## config.mk

```make
export PLATFORM = sky130hd
export DESIGN_NAME = crc_engine_param
export DESIGN_NICKNAME = d
export VERILOG_FILES = /design/src/rtl/crc_engine_param.sv
export SDC_FILE = /design/constraint.sdc
export NUM_CORES = 1
export LEC_CHECK = 0
export CORE_AREA = 2 2 74 104
export CTS_CLUSTER_DIAMETER = 60
export DETAILED_ROUTE_END_ITERATION = 12
export DIE_AREA = 0 0 76 106
export HOLD_SLACK_MARGIN = 0.06
export SLEW_MARGIN = 20
export SYNTH_ARGS = -nofsm -noshare
export SYNTH_HDL_FRONTEND = slang
export SYNTH_SLANG_ARGS = --single-unit
export TNS_END_PERCENT = 10
```

## constraint.sdc

```tcl
create_clock -name clk -period 4.8 [get_ports clk]
set_clock_uncertainty 0.05 [all_clocks]
set_input_delay 0.96 -clock clk [delete_from_list [all_inputs] [get_ports clk]]
set_output_delay 0.96 -clock clk [all_outputs]
set_load 0.01 [all_outputs]
```

## src/rtl/crc_engine_param.sv

```systemverilog
// ============================================================================
//  Module      : crc_engine_param
//  Description : Streaming MSB-first CRC engine, CRC_W-bit result, BPC message
//                bits folded per clock, runtime-loadable polynomial.
//                Optional macro CRC_FINAL_XOR_EN adds XOR_OUT on the result.
//  Revision    : 1.0 - initial release
// ============================================================================
`default_nettype none

module crc_engine_param #(
    parameter int               CRC_W        = 5,
    parameter int               DATA_W       = 32,
    parameter int               BPC          = 2,
    parameter logic [CRC_W-1:0] INIT         = '0,
    parameter logic [CRC_W:0]   DEFAULT_POLY = 6'b100101
`ifdef CRC_FINAL_XOR_EN
    ,
    parameter logic [CRC_W-1:0] XOR_OUT      = '1
`endif
) (
    input  logic              clk,
    input  logic              reset,
    input  logic [DATA_W-1:0] data_in,
    input  logic              data_in_last,
    input  logic              data_in_valid,
    output logic              data_in_ready,
    input  logic [CRC_W:0]    poly,
    input  logic              poly_in_valid,
    output logic              poly_in_ready,
    output logic [CRC_W-1:0]  out,
    output logic              outvalid,
    input  logic              outready
);

    localparam int         c_BEATS = DATA_W / BPC;
    localparam int         c_CNT_W = (c_BEATS > 1) ? $clog2(c_BEATS) : 1;
    localparam logic [1:0] c_IDLE  = 2'd0;
    localparam logic [1:0] c_SHIFT = 2'd1;
    localparam logic [1:0] c_DONE  = 2'd2;

    if (((DATA_W % BPC) != 0) || (CRC_W < 2)) begin : g_param_check
        $error("crc_engine_param: DATA_W must be a multiple of BPC and CRC_W must be >= 2");
    end

    logic [1:0]         r_state;
    logic [1:0]         w_state_nxt;
    logic [CRC_W-1:0]   r_crc;
    logic [CRC_W-1:0]   r_poly;
    logic [CRC_W-1:0]   r_out;
    logic [DATA_W-1:0]  r_word;
    logic               r_last;
    logic               r_msg_active;
    logic [c_CNT_W-1:0] r_beat;
    logic               r_data_in_ready;
    logic               r_poly_in_ready;
    logic               r_outvalid;

    logic               w_data_hs;
    logic               w_poly_hs;
    logic               w_out_hs;
    logic               w_last_beat;
    logic [BPC-1:0]     w_bits;
    logic [CRC_W-1:0]   w_crc_fold;
    logic [CRC_W-1:0]   w_crc_final;
    logic               w_msg_active_nxt;
    logic               w_data_in_ready_nxt;
    logic               w_poly_in_ready_nxt;
    logic               w_outvalid_nxt;
    logic               w_unused_poly_msb;

    // The x^CRC_W term is always implied, so the top polynomial bit is never stored.
    assign w_unused_poly_msb = poly[CRC_W];

    function automatic logic [CRC_W-1:0] f_fold(
        input logic [CRC_W-1:0] crc,
        input logic [BPC-1:0]   bits,
        input logic [CRC_W-1:0] p
    );
        logic [CRC_W-1:0] c;
        logic             fb;
        c = crc;
        for (int i = BPC - 1; i >= 0; i--) begin
            fb = c[CRC_W-1] ^ bits[i];
            c  = (c << 1) ^ (fb ? p : '0);
        end
        return c;
    endfunction

    assign w_data_hs   = data_in_valid && r_data_in_ready && (r_state == c_IDLE);
    assign w_poly_hs   = poly_in_valid && r_poly_in_ready;
    assign w_out_hs    = r_outvalid && outready;
    assign w_last_beat = (r_beat == c_CNT_W'(c_BEATS - 1));
    assign w_bits      = r_word[DATA_W-1 -: BPC];
    assign w_crc_fold  = f_fold(r_crc, w_bits, r_poly);
`ifdef CRC_FINAL_XOR_EN
    assign w_crc_final = w_crc_fold ^ XOR_OUT;
`else
    assign w_crc_final = w_crc_fold;
`endif

    always_ff @(posedge clk) begin
        if (reset) begin
            r_state <= c_IDLE;
        end else begin
            r_state <= w_state_nxt;
        end
    end

    always_comb begin
        w_state_nxt = r_state;
        case (r_state)
            c_IDLE:  if (w_data_hs)   w_state_nxt = c_SHIFT;
            c_SHIFT: if (w_last_beat) w_state_nxt = r_last ? c_DONE : c_IDLE;
            c_DONE:  if (w_out_hs)    w_state_nxt = c_IDLE;
            default: w_state_nxt = c_IDLE;
        endcase
    end

    // Handshake outputs are registered from the next state so they read 0 in reset.
    always_comb begin
        w_msg_active_nxt = r_msg_active;
        if (w_data_hs) w_msg_active_nxt = 1'b1;
        if (w_out_hs)  w_msg_active_nxt = 1'b0;
        w_data_in_ready_nxt = (w_state_nxt == c_IDLE);
        w_poly_in_ready_nxt = (w_state_nxt == c_IDLE) && !w_msg_active_nxt;
        w_outvalid_nxt      = (w_state_nxt == c_DONE);
    end

    always_ff @(posedge clk) begin
        if (reset) begin
            r_crc           <= INIT;
            r_poly          <= DEFAULT_POLY[CRC_W-1:0];
            r_out           <= '0;
            r_word          <= '0;
            r_last          <= 1'b0;
            r_msg_active    <= 1'b0;
            r_beat          <= '0;
            r_data_in_ready <= 1'b0;
            r_poly_in_ready <= 1'b0;
            r_outvalid      <= 1'b0;
        end else begin
            r_msg_active    <= w_msg_active_nxt;
            r_data_in_ready <= w_data_in_ready_nxt;
            r_poly_in_ready <= w_poly_in_ready_nxt;
            r_outvalid      <= w_outvalid_nxt;
            if (w_poly_hs) begin
                r_poly <= poly[CRC_W-1:0];
            end
            case (r_state)
                c_IDLE: begin
                    if (w_data_hs) begin
                        r_word <= data_in;
                        r_last <= data_in_last;
                        r_beat <= '0;
                    end
                end
                c_SHIFT: begin
                    r_crc  <= w_crc_fold;
                    r_word <= r_word << BPC;
                    r_beat <= r_beat + 1'b1;
                    if (w_last_beat && r_last) begin
                        r_out <= w_crc_final;
                    end
                end
                c_DONE: begin
                    if (w_out_hs) begin
                        r_crc <= INIT;
                    end
                end
                default: ;
            endcase
        end
    end

    assign data_in_ready = r_data_in_ready;
    assign poly_in_ready = r_poly_in_ready;
    assign outvalid      = r_outvalid;
    assign out           = r_out;

endmodule

`default_nettype wire

```

# == After elaboration in Yosys (flattened, before gate mapping) ==
# Cells that the tools add are included.
# totals
mem_count,0
in_bits,44
ram_bits,0
latchBits,0
rom_bits,0
out_inout_bits,8
regBits,58
# op_classes
div,0
order_cmp,0
multipliers,0
n_shift,0
reduce_logical,15
n_eq_ne,6
mux,15
addsub,1
bitwise,4
# ops
cell,count
$pmux 32 s2,1
$mux 32,1
$mux 5,3
$pmux 5 s2,1
$xor 5x5->5,2
$mux 2,4
$pmux 4 s2,1
$reduce_and 2->1,4
$logic_and 1x1->1,6
$pmux 2 s3,1
$add 4x1->4 const B,1
$eq 2x2->1 const B,2
$eq 4x4->1 const B,1
$logic_not 2->1,2
$mux 4,1
$ne 2x2->1 const B,2
$reduce_bool 2->1,2
$eq 2x1->1 const B,1
$mux 1,2
$xor 1x1->1,2
$logic_not 1->1,1

# == Logic depth before layout (Yosys ltp) ==
# Gate-level depths: netlist of run 1.
# depth
ltp_word,7
mapped_depth,5
mapped_depth_nobuf,5

# == Least setup slack after synthesis of run 1 ==
# Ideal clock, no wire load.
# synth_path
path_type,input-to-reg
start,input port data_in_valid
end,register r_word[10]
n_path_buf,2
arrival_ns,1.886
setup_ns,0.091
setup_slack_ns,2.773
required_ns,4.659
cell_stages,5
path_cell_list,nor4bb_1 buf_2 clkbuf_1 nand2_1 a311oi_1
# synth_between
elab_chain_len,4
# synth_lines
element,line,source
"start, declared",25,"input logic data_in_valid,"
$logic_and 1x1->1 (2 in a row),89,assign w_data_hs = data_in_valid && r_data_in_ready && (r_state == c_IDLE);
$ne 2x2->1 (no source line),-,
$reduce_and 2->1 (no source line),-,
"end signal, assigned",152,r_word <= data_in;
"end signal, assigned",159,r_word <= r_word << BPC;
"end, declared",50,logic [DATA_W-1:0] r_word;
# Every way passes these cells.
# A chain may end at the register's enable or synchronous reset.

# == Worst setup path after layout of run 1 ==
# layout_path
start,input port data_in_valid
end,register r_word[3]
# The elaborated chain is that of the path after synthesis.

==> metrics.txt, run 1 <==
met2 Usage GRT=0.247; Hold WS=0.396 ns; total wire length=5.90 mm; H-Tree Depth=3; n_diodes=0; fin crit share=0.518; # IOs=52; register bit total from synthesis=58; Hold Path Class=flip-flop to flip-flop; DRT Pass-1 Iters=4; Crit path max-delay family=buffers and inverters; DRC violations left=0; post-CTS setup buffers=0; Die Ht=106 um; share of the synthesized area in the top cell type=0.455; Worst path slowest cell=clkdlybuf4s50_1; status=complete, no violations; Fill cells=726; gr usage total=0.149; RSZ-0062 raised after global routing=no; pin count of the biggest net entering global routing=60; ANT nets after route=0; Clk Latency, worst-skew pair=approximately 0.33 ns; total CTS buffers=9; Worst Reg-to-Reg Cells=3; WP depth=5; sequential cell area fraction in the yosys report=0.455; CTS tree=built; YS warnings=0; Initial Utilization=0.356; CP Cell Sequence=clkdlybuf4s50_1 -> nor4bb_4 -> buf_4 -> nand2_1 -> a311oi_1; CP endpoint=r_word[3]; drt via density=5.25; Core Rows=37; Async SR Flop Fraction=0; nature of the critical path endpoint=flip-flop; Worst R2R Setup Slack=2.59 ns; Synth Flop Type=dfxtp_1; gpl congestion=0.805; die area=between 8000 and 9000 um^2; total of max-cap violations=0; CP Class=primary input to flip-flop; area grow syn2layout=29.4%; CTS clock-pin slew for the worst setup and hold paths=approximately 0.060 ns; Worst Setup SP=data_in_valid; CTS sink count=58; Area contributors post-synth=dfxtp_1 (45%), nand2_1 (11%), a311oi_1 (11%); Pwr Density=342 nW/um^2; r2r startpoint=r_state[0]; Die W=76 um; most frequent cell after synthesis=nand2_1; Iter 0 DRT Violations=81; Max FO, Critical Path=28; hpwl dp=between 3 and 4 mm; critical path arrival=2.67 ns; Peak Freq=around 400 MHz; nets=398; I/O Buffers=50; Avg Synthesized Cell Area=8.21 um^2; Rel. slew slack=0.292; GR Util met3=0.0492; syn_nets=356; grt ovf=0; Clock Tree Root=clkbuf_8; CTS max path bufs=2; Slew Limit Fails=0; initial antenna violation count=0; reg2reg end=out[4]; DR WL/cell=13.0 um; layout cells sized above 1=0.0700; worst-margin pin slew=1.06 ns; vias in the first global route=~2200; gate count of the mapped netlist=311; crit start category=primary input; met1 GRT Util=0.176; Unique masters post-synth=37; critical path buffer and inverter count=2; Synth Cell Area=roughly 2600 um^2; Post-synth EDFFs=0; post_cts resized=0; Tmin final=around 2.5 ns; hold buffers post-CTS=0; busiest grt layer=met2; core area=just over 7000 um^2; CP peak stage delay=0.48 ns; Commonest cells post-synth=nand2_1 (77), dfxtp_1 (58), nor2_1 (40), a311oi_1 (32), clkbuf_1 (16); Final TNS setup=0 ns; Final Setup Violations=0; leakage=between 1 and 1.5 nW; Worst VDD drop=approximately 0.15 mV; Critical Path RT=4.98 ns; total number of vias=2383; post-synth top area cell=dfxtp_1; count of final hold-check violations=0; first-pass GRT wire length=9.80 mm
==> flip-flops by register name (all words and copies together), names as in the netlist <==
register       count
r_last             1
outvalid           1
r_state            2
r_crc              5
data_in_ready      1
poly_in_ready      1
r_msg_active       1
r_beat             4
r_word            32
r_poly             5
out                5
==> routing by layer <==
metal | part of all wire | vias to the layer above
li1 | - | 1207
met1 | 0.45 | 1106
met2 | 0.48 | 62
met3 | 0.048 | 8
met4 | 0.016 | 0
met5 | 0 | -
==> cell usage in the layout, fill, tap and decap left out, types with 3 or more instances in the layout <==
cell type,instances
a211oi_1,4
a21boi_0,4
a21oi_1,15
a311oi_1,32
and3_1,4
buf_4,3
clkbuf_8,13
clkdlybuf4s50_1,49
dfxtp_1,58
nand2_1,77
nand3_1,12
nand3b_1,4
nand4_1,3
nor2_1,40
nor3b_1,3
o21ai_0,3
o31ai_1,3
xnor2_1,3
==> power by group <==
group	switching, mW	total (mW)	internal [mW]
Combinational	0.0858	0.164	0.0783
Clock	0.184	0.423	0.239
Sequential	0.0253	0.544	0.519
==> layout make-up <==
type | instances | area [um^2] | share of cell area
repair buffers | 53 | 518 | 0.157
well taps | 97 | 121 | 0.0367
multi-input cells | 230 | 1310 | 0.397
clock inverters | 2 | 10.0 | 0.00303
inverters | 1 | 3.75 | 0.00114
clock buffers | 13 | 179 | 0.0541
flip-flops and latches | 58 | 1160 | 0.351
==> stage by stage <==
stage               utilization  power [mW]  area [um^2]  worst slack, ns  instances
floorplan                     -       0.651         2550             2.77        311
global placement          0.434       0.717         3120             1.95        439
detailed placement        0.434       0.719         3120             1.91        439
CTS                       0.461        1.15         3310             2.28        454
global route              0.461        1.20         3310             2.12        454
finish                    0.461        1.13         3310             2.31        454
==> cells by family after synthesis <==
kind of cell,Yosys count,share of synthesized area
compound gates,75,0.235
buf+inv,23,0.0382
flops,58,0.455
simple gates,150,0.253
fa+ha+maj,1,0.00490
xor+xnor,4,0.0137
==> worst min-delay path by stage <==
stage                     slack [ns]          from  cells after the start       endpoint
after global placement          0.40        out[0]                      2         out[0]
after CTS                       0.40  r_msg_active                      1  poly_in_ready
after global routing            0.41  r_msg_active                      1  poly_in_ready
after detailed placement        0.39  r_msg_active                      1  poly_in_ready
after floorplan                 0.37  r_msg_active                      1  poly_in_ready
final                           0.40  r_msg_active                      1  poly_in_ready
==> worst register-to-register path: cells and delay by family (launching register included) <==
family	cells	cell delay, ns
AOI/OAI and AO/OA	1	0.45
DFF	1	0.43
and+or+nand+nor	2	1.17
Note: power is estimated with default switching activity, not from simulation.
==> run 2, diff against run 1 <==
Clock period 4.8 ns to 2.32 ns, I/O delays scaled along.
==> run 2 against run 1 <==
  * First-iteration DRC count fell by 20%
  * Worst setup slack worse by 1.8 ns
  * Register-to-register slack worse by 2.1 ns
  * Sequential share of layout area is 0.64 points lower
  * Critical endpoint is now outvalid
  * Routed wire length up 0.10%
  * Critical path depth is 4 lower
  * Combinational power rose by 120%
  * Highest routed layer unchanged
  * Largest cell class unchanged
  * Sequential power increased by 110%
  * Total power is 110% higher
  * Critical path type is now flip-flop to primary output
  * Count of clock-buffer cells in the layout fell by 2
  * Via count up 0.84%
==> metrics.txt, run 2 (same netlist as run 1, synthesis figures left out) <==
Worst VDD drop=0.402 mV (+160%); Critical Path RT=1.81 ns (-3.17 ns); Worst Reg-to-Reg Cells=4 (+1); grt ovf=0 (unchanged); DRT Pass-1 Iters=5 (+1); r2r startpoint=r_word[31]; placed insts=443 (+0.91%); H-Tree Depth=3 (unchanged); Final TNS setup=0 ns (unchanged); Die Ht=106 um (unchanged); Worst R2R Setup Slack=0.48 ns (-2.11 ns); critical path arrival=1.33 ns (-1.34 ns); I/O Buffers=50 (unchanged); post_cts resized=0 (unchanged); first-pass GRT wire length=9.87 mm (+0.77%); n_diodes=0 (unchanged); die area=8060 um^2 (unchanged); gr usage total=0.153 (+0.00345); gpl congestion=0.804 (-0.11%); WHS Endpoint=out[0]; Max FO, Critical Path=5 (-82%); nets=402 (+1.0%); DR WL/cell=12.9 um (-0.99%); CTS sink count=58 (unchanged); Seq. cell area=1160 um^2 (unchanged); final cell count without fillers=459 (+1.1%); total wire length=5.91 mm (+0.10%); Tmin final=1.85 ns; layout cells sized above 1=0.0801 (+0.0101); dpl cell area=3170 um^2 (+1.8%); reg2reg end=out[2]; Initial Utilization=0.356 (unchanged); Final Setup Violations=0 (unchanged); Peak Freq=542 MHz; CTS tree=built; count of final hold-check violations=0 (unchanged); Clock Tree Root=clkbuf_8; Crit path max-delay family=buffers and inverters; leakage=1.23 nW (+2.8%); initial antenna violation count=0 (unchanged); Fill cells=731 (+0.69%); post-CTS setup buffers=0 (unchanged); pin count of the biggest net entering global routing=44 (-27%); core area=7180 um^2 (unchanged); max FFs per register=32 (unchanged); Worst path slowest cell=clkdlybuf4s50_1; Core Rows=37 (unchanged); fin crit share=0.796; most frequent cells in the layout=nand2_1 (77), dfxtp_1 (58), clkdlybuf4s50_1 (49); Iter 0 DRT Violations=65 (-20%); worst hold path cell count=2 (+1); total CTS buffers=9 (unchanged); CTS max path bufs=2 (unchanged); critical path buffer and inverter count=1 (-1); Clk Latency, worst-skew pair=0.34 ns (about the same); Hold Path Class=flip-flop to flip-flop; status=complete, no violations; DP Worst Slack=0.378 ns (-1.53 ns); # IOs=52 (unchanged); design area=3370 um^2 (+1.9%); post-layout util=0.469 (+0.00854); Rel. slew slack=0.555 (+0.263); worst setup margin=0.473 ns (-1.84 ns); total number of vias=2403 (+0.84%); crit start category=flip-flop; worst-margin pin slew=0.663 ns (-0.399 ns); Worst Setup SP=outvalid; vias in the first global route=2246 (+2.2%); area grow syn2layout=31.8%; nature of the critical path endpoint=primary output; Die W=76 um (unchanged); Hold WS=0.406 ns (+0.00969 ns); hold buffers post-CTS=0 (unchanged); hpwl dp=3.99 mm (+2.2%); CP Class=flip-flop to primary output; drt via density=5.24 (-0.26%); CP peak stage delay=0.57 ns (+0.09 ns); footprint of the multi-input gates=1310 um^2 (unchanged); commonest non-fill, non-tap cell in the layout=nand2_1; DRC violations left=0 (unchanged); Top reg by flops=r_word; RSZ-0062 raised after global routing=no; CTS clock-pin slew for the worst setup and hold paths=0.07 ns (about the same); Slew Limit Fails=0 (unchanged); ANT nets after route=0 (unchanged); Power, Total=2.40 mW (+110%); Pwr Density=713 nW/um^2 (+110%); total of max-cap violations=0 (unchanged); CP Cell Sequence=clkdlybuf4s50_1; Hold Crit Start=out[0]
run 2: worst max path at each step:
stage                         end  slack (ns)  cells past startpoint
CTS                 poly_in_ready        0.44                      1
detailed placement      r_beat[2]        0.38                      6
global placement        r_beat[2]        0.39                      6
finish                   outvalid        0.47                      1
global route             r_crc[2]        0.39                      4
floorplan                  out[2]        0.72                      5
run 2: layer usage:
metal / vias up / wire length [um] / track usage
met5: - / 0 / 0
met4: 0 / 65 / 0.0766
met3: 6 / 285 / 0.0458
met2: 52 / 2920 / 0.256
met1: 1129 / 2640 / 0.176
li1: 1216 / - / -
run 2: cell type report:
cell class | count | area share
clock buffer | 11 | 0.0420
clock inverter | 5 | 0.0160
multi-input combinational | 230 | 0.390
tap | 97 | 0.0360
inverter | 1 | 0.00111
timing repair buffer | 57 | 0.170
sequential | 58 | 0.345
run 2: report_power, final:
group | switching, mW | internal (mW) | leakage [nW] | total [mW]
Sequential | 0.0526 | 1.07 | 0.474 | 1.13
Clock | 0.399 | 0.521 | 0.103 | 0.920
Combinational | 0.181 | 0.174 | 0.656 | 0.355
